**src/rtl/frame_pkg.sv**
```systemverilog
// Shared state encoding and constants for the RS frame builder.
package frame_pkg;

   typedef enum logic [2:0] {
      IDLE,
      ASM,
      BODY,
      PAD,
      DROP
   } state_t;

   localparam logic [31:0] ASM_DEFAULT = 32'h1ACFFC1D;

   // h(x) = x^8+x^7+x^5+x^3+1, coefficients x^7..x^0 (x^8 implied)
   localparam logic [7:0] RAND_POLY = 8'hA9;
   localparam logic [7:0] RAND_SEED = 8'hFF;

endpackage

```
**src/rtl/ccsds_randomizer.sv**
```systemverilog
// CCSDS pseudo-randomizer, 8 sequence bits per advance.
// Built only when FRAME_RANDOMIZER_EN is defined.
`ifdef FRAME_RANDOMIZER_EN
module ccsds_randomizer
   import frame_pkg::*;
(
   input  logic       core_clk,
   input  logic       rst,
   input  logic       init,
   input  logic       advance,
   output logic [7:0] rnd_byte
);

   // rnd_byte[7] is the oldest sequence bit, so the register is the byte.
   function automatic logic [7:0] step8(input logic [7:0] r);
      logic [7:0] s;
      logic       nb;
      s = r;
      for (int i = 0; i < 8; i++) begin
         nb = 1'b0;
         for (int k = 0; k < 8; k++)
            if (RAND_POLY[k]) nb = nb ^ s[7-k];
         s = {s[6:0], nb};
      end
      return s;
   endfunction

   always_ff @(posedge core_clk) begin
      if (rst || init)
         rnd_byte <= RAND_SEED;
      else if (advance)
         rnd_byte <= step8(rnd_byte);
   end

endmodule
`endif

```
**src/rtl/rs_frame_builder.sv**
```systemverilog
// Wraps RS codewords into ASM + fixed-length frames.
// FRAME_RANDOMIZER_EN adds CCSDS randomization of body/pad bytes.
module rs_frame_builder
   import frame_pkg::*;
#(
   parameter int          CW_LEN   = 255,
   parameter int          ASM_LEN  = 4,
   parameter logic [31:0] ASM_WORD = ASM_DEFAULT
) (
   input  logic        core_clk,
   input  logic        rst,
   input  logic [7:0]  s_axis_input_tdata,
   input  logic        s_axis_input_tvalid,
   output logic        s_axis_input_tready,
   input  logic        s_axis_input_tlast,
   output logic [7:0]  m_axis_output_tdata,
   output logic        m_axis_output_tvalid,
   input  logic        m_axis_output_tready,
   output logic        m_axis_output_tlast,
   output logic [15:0] frame_cnt,
   output logic        err_short,
   output logic        err_long
);

   localparam int CW_W = $clog2(CW_LEN + 1);
   localparam logic [CW_W-1:0] CW_MAX = CW_W'(CW_LEN);
   localparam logic [1:0] ASM_LAST = 2'(ASM_LEN - 1);

   state_t          state;
   logic [CW_W-1:0] byte_cnt;
   logic [CW_W-1:0] byte_num;
   logic [1:0]      asm_idx;
   logic [31:0]     asm_sh;
   logic [7:0]      rnd_byte;
   logic            load;

   assign load     = !m_axis_output_tvalid || m_axis_output_tready;
   assign byte_num = byte_cnt + CW_W'(1);
   assign asm_sh   = ASM_WORD << {asm_idx, 3'b000};

   // Reset gating keeps the upstream byte unconsumed during reset.
   assign s_axis_input_tready = !rst &&
      (((state == BODY) && load) || (state == DROP));

`ifdef FRAME_RANDOMIZER_EN
   logic rnd_init;
   logic rnd_adv;

   assign rnd_init = (state == IDLE) && s_axis_input_tvalid;
   assign rnd_adv  = load && (((state == BODY) && s_axis_input_tvalid)
                              || (state == PAD));

   ccsds_randomizer u_rnd (
      .core_clk (core_clk),
      .rst      (rst),
      .init     (rnd_init),
      .advance  (rnd_adv),
      .rnd_byte (rnd_byte)
   );
`else
   assign rnd_byte = 8'h00;
`endif

   always_ff @(posedge core_clk) begin
      if (rst) begin
         state                <= IDLE;
         byte_cnt             <= '0;
         asm_idx              <= '0;
         m_axis_output_tdata  <= 8'h00;
         m_axis_output_tvalid <= 1'b0;
         m_axis_output_tlast  <= 1'b0;
         frame_cnt            <= 16'h0000;
         err_short            <= 1'b0;
         err_long             <= 1'b0;
      end else begin
         err_short <= 1'b0;
         err_long  <= 1'b0;
         if (load) begin
            m_axis_output_tvalid <= 1'b0;
            m_axis_output_tlast  <= 1'b0;
         end
         case (state)
            IDLE: begin
               if (s_axis_input_tvalid) begin
                  state   <= ASM;
                  asm_idx <= '0;
               end
            end
            ASM: begin
               if (load) begin
                  m_axis_output_tdata  <= asm_sh[31:24];
                  m_axis_output_tvalid <= 1'b1;
                  if (asm_idx == ASM_LAST) begin
                     state    <= BODY;
                     byte_cnt <= '0;
                  end else begin
                     asm_idx <= asm_idx + 2'd1;
                  end
               end
            end
            BODY: begin
               if (load && s_axis_input_tvalid) begin
                  m_axis_output_tdata  <= s_axis_input_tdata ^ rnd_byte;
                  m_axis_output_tvalid <= 1'b1;
                  byte_cnt             <= byte_num;
                  if (byte_num == CW_MAX) begin
                     m_axis_output_tlast <= 1'b1;
                     frame_cnt           <= frame_cnt + 16'd1;
                     byte_cnt            <= '0;
                     if (s_axis_input_tlast) begin
                        state <= IDLE;
                     end else begin
                        err_long <= 1'b1;
                        state    <= DROP;
                     end
                  end else if (s_axis_input_tlast) begin
                     err_short <= 1'b1;
                     state     <= PAD;
                  end
               end
            end
            PAD: begin
               if (load) begin
                  m_axis_output_tdata  <= rnd_byte;
                  m_axis_output_tvalid <= 1'b1;
                  byte_cnt             <= byte_num;
                  if (byte_num == CW_MAX) begin
                     m_axis_output_tlast <= 1'b1;
                     frame_cnt           <= frame_cnt + 16'd1;
                     byte_cnt            <= '0;
                     state               <= IDLE;
                  end
               end
            end
            DROP: begin
               if (s_axis_input_tvalid && s_axis_input_tlast)
                  state <= IDLE;
            end
            default: state <= IDLE;
         endcase
      end
   end

endmodule

```
**config.mk**
```make
export PLATFORM = sky130hd
export DESIGN_NAME = rs_frame_builder
export DESIGN_NICKNAME = d
export VERILOG_FILES = /design/src/rtl/frame_pkg.sv /design/src/rtl/ccsds_randomizer.sv /design/src/rtl/rs_frame_builder.sv
export SDC_FILE = /design/constraint.sdc
export NUM_CORES = 1
export LEC_CHECK = 0
export CAP_MARGIN = 10
export CORE_ASPECT_RATIO = 0.6
export CORE_MARGIN = 2
export CORE_UTILIZATION = 56
export CTS_CLUSTER_SIZE = 14
export DETAILED_ROUTE_END_ITERATION = 12
export DONT_BUFFER_PORTS = 1
export PLACE_DENSITY = 0.77
export SLEW_MARGIN = 25
export SYNTH_ARGS = -nofsm -noshare
export SYNTH_HDL_FRONTEND = slang
export SYNTH_HIERARCHICAL = 1
export SYNTH_SLANG_ARGS = --single-unit
```
**constraint.sdc**
```tcl
create_clock -name core_clk -period 1.9 [get_ports core_clk]
set_input_delay 0.285 -clock core_clk [delete_from_list [all_inputs] [get_ports core_clk]]
set_output_delay 0.285 -clock core_clk [all_outputs]
set_load 0.005 [all_outputs]
```
==> impl_metrics.csv <==
group,metric,value,unit
global_routing,grt_pass1_wl,8.87,mm
detailed_routing,dr_total_vias,2062,
setup_path,cp.required,2.13,ns
setup_path,worstPathMaxFanout,6,
sta,tightest_slew,0.499,ns
clock_network,cts_max_path_buffers,2,
logic_synthesis,ys_seq_area_share,37.2,%
logic_synthesis,synthArstFlopShare,0,%
setup_path,endpoint_kind,"flip-flop",
clock_network,clockRootBuffer,"clkbuf_8",
sta,min_period_over_period,99.7,%
setup_path,rr_endpoint,"frame_cnt[9]",
detailed_routing,routedWlPerCell,16.9,µm
job,cap_violations,0,
clock_network,cts_max_level,2,
detailed_routing,met2_wirelength,2.37,mm
cells_and_area,final_cell_mix,"dfxtp_1 (37), nor2_1 (29), buf_4 (25), nand2_1 (23), a21oi_1 (21)",
cells_and_area,area_growth,19.8,%
power,switching_share,23.4,%
floorplan,pin_count,42,
setup_path,crit_path_top_delay_cell,"or4_4",
sta,setup_viol,0,
sta,holdWs,0.0495,ns
cells_and_area,final_common_cell,"dfxtp_1",
setup_path,reg2reg_slack,0.006,ns
power,clkPwrFrac,43.1,%
power,seq_power_share,47.2,%
logic_synthesis,synth-edff-count,0,
power,vdd_drop_max,472,µV
detailed_routing,drt-met1-wl,2.68,mm
setup_path,r2r_start,"byte_cnt[0]",
global_routing,grt_max_degree,40,
setup_path,crit_path_end,"frame_cnt[9]",
floorplan,core_area,0.00372,mm²
detailed_routing,top_layer_used,"met4",
detailed_routing,drtIter0Drc,139,
logic_synthesis,synth_area,0.00220,mm²
hold_path,hold_class,"input pin to flip-flop",
clock_network,clk_latency,0.30,ns
logic_synthesis,yosys_warnings,6,
logic_synthesis,ys_ff_latch,41,
run_status,status,"finished clean",
setup_path,max_stage_delay,0.42,ns
global_routing,gr-usage-all-layers,25.5,%
detailed_routing,ant_nets,0,
power,combPwrFrac,9.7,%
power,power_density,737,mW/mm²
logic_synthesis,synth_top_cell_by_area,"dfxtp_1",
sta,hold_viol_final,0,
logic_synthesis,postSynthCellCount,267,
sta,skew,0.00914,ns
clock_network,cts_sinks,41,
sta,period_needed,1.89,ns
clock_network,cts_inserted_buffers,5,
logic_synthesis,synth_nets,287,
setup_path,crit_chain,"inv_4 > ha_4 > nand4_1 > a21oi_4 > nand4_4 > buf_6 > or4_4 > a21oi_2",
setup_path,cp-start-kind,"flip-flop",
placed_design,hpwl,3.72,mm
clock_network,clkSlewWorstSetupHoldPaths,0.09,ns
floorplan,die_x,85,µm
cells_and_area,nets,306,
floorplan,dieArea,0.00447,mm²
sta,relSlewSlack,66.7,%
floorplan,rows,17,
global_routing,grt_pass1_vias,1831,
placed_design,portBuffers,0,
logic_synthesis,syn_avg_cell_area,8.26,µm²
detailed_routing,firstDrtPassIters,4,
setup_path,rr_worst_depth,8,
floorplan,initial_core_util,59.2,%
cells_and_area,fillCellCount,292,
clock_network,cts_tree,"yes",
logic_synthesis,synth_area_leaders,"dfxtp_1 (37%), a21oi_1 (5.2%), nor2_1 (4.9%), ha_1 (4.0%), nand2_1 (3.9%)",
cells_and_area,antenna_cells,0,
sta,finalSetupTns,0,ns
sta,rsz0062_at_grt,"yes",
logic_synthesis,synth_cell_type_count,51,
placed_design,place_congestion,0.860,
setup_path,path_class,"flip-flop to flip-flop",
floorplan,dieHeight,52.6,µm
detailed_routing,wl,5.63,mm
sta,maxSlewViolCount,0,
logic_synthesis,synth_ff_type,"dfxtp_1",
logic_synthesis,yosysTopAreaCellShare,37.2,%
global_routing,grt.overflow.total,0,
placed_design,dp_slack,-0.109,ns
hold_path,whs_path_depth,1,
power,p_sw,455,µW
setup_path,worstSetupStartpoint,"byte_cnt[0]",
detailed_routing,met3_length,521,µm
power,cellInternalPower,1.49,mW
power,p_leak,0.890,nW
sta,clock.fmax,528,MHz
cells_and_area,drive_gt1_share,21.3,%
detailed_routing,viasPerCell,6.17,
sta,setup_ws,0.00558,ns
setup_path,cp.arrival,2.12,ns
global_routing,antenna_found_initial,0,
detailed_routing,drc,0,
## layer usage
metal,vias up,global-route usage [%]
li1,1021,-
met4,0,6.61
met1,940,33.7
met3,6,9.76
met5,-,0
met2,95,39.3
## cells in the mapped netlist (3+ instances only)
master    number
inv_1          8
a211oi_1       6
o21ai_0       11
nor4_1         3
nor2_1        29
a31oi_1        3
nand3b_1       4
dfxtp_1       41
nand2b_1       5
buf_2          4
ha_1           7
nor3b_1        5
a21oi_1       23
nand3_1       10
nand4_1        4
nand2_1       23
o31ai_1       11
or4_1         11
nor3_1         5
o211ai_1       5
clkbuf_1       8
or3_1          4
## repair_timing
action	4_1_cts	5_1_grt
hold buffers	0	0
endpoints found under the setup margin	12	16
setup buffers	2	2
resized for setup	10	18
gates cloned	0	1
hold endpoints to repair	0	0
pin swaps	4	4
## worst max-delay path, delay by kind of cell (launching register included)
family,cells,cell delay (ns)
AO/OA/AOI/OAI,2,0.35
adder cells (fa/ha/maj),1,0.11
buffers and inverters,2,0.24
flip-flops,1,0.38
AND/OR/NAND/NOR,3,0.73
## flip-flops by register name, indices dropped and copies added (netlist names)
signal / flops
state: 3
asm_idx: 2
err_short: 1
m_axis_output_tlast: 1
frame_cnt: 16
err_long: 1
byte_cnt: 8
m_axis_output_tvalid: 1
m_axis_output_tdata: 8
## cells by family after synthesis
logic type	share of synthesized area (%)
and+or+nand+nor	30.4
xor gates and xnor gates	1.93
AOI/OAI and AO/OA	20.4
buffers and inverters	5.16
adders and majority gates	3.97
DFF	37.2
muxes	0.908
## metrics by stage
stage          instances  instance area, µm²  power [mW]  util [%]
2_1_floorplan        267                2200        1.09         -
3_3_place_gp         321                2350        1.12      63.2
3_5_place_dp         321                2350        1.13      63.2
4_1_cts              331                2560        1.96      68.7
5_1_grt              334                2640        2.02      70.9
6_report             334                2640        1.95      70.9
## final cells by class
class,instances,area (µm²),area share [%]
flip-flops and latches,41,831,31.5
well taps,47,58.8,2.23
clock inverters,3,65.1,2.46
repair buffers,28,215,8.15
multi-input cells,202,1370,51.8
inverters,8,32.5,1.23
clock buffers,5,68.8,2.61
## power groups by stage
| stage | Combinational (mW) | Sequential, mW | Clock [mW] |
|---|---|---|---|
| floorplan | 0.153 | 0.937 | 0 |
| global placement | 0.182 | 0.941 | 0 |
| detailed placement | 0.186 | 0.942 | 0 |
| CTS | 0.188 | 0.920 | 0.850 |
| global route | 0.213 | 0.923 | 0.889 |
| finish | 0.190 | 0.918 | 0.838 |
## how the worst min path moves through the flow
stage	slack, ns	end	start
2_1_floorplan	0.36	err_long	s_axis_input_tlast
3_3_place_gp	0.36	m_axis_output_tlast	rst
3_5_place_dp	0.36	m_axis_output_tlast	rst
4_1_cts	0.04	byte_cnt[0]	rst
5_1_grt	0.02	byte_cnt[1]	rst
6_report	0.05	byte_cnt[0]	rst
Power figures use the tool's default switching activity.
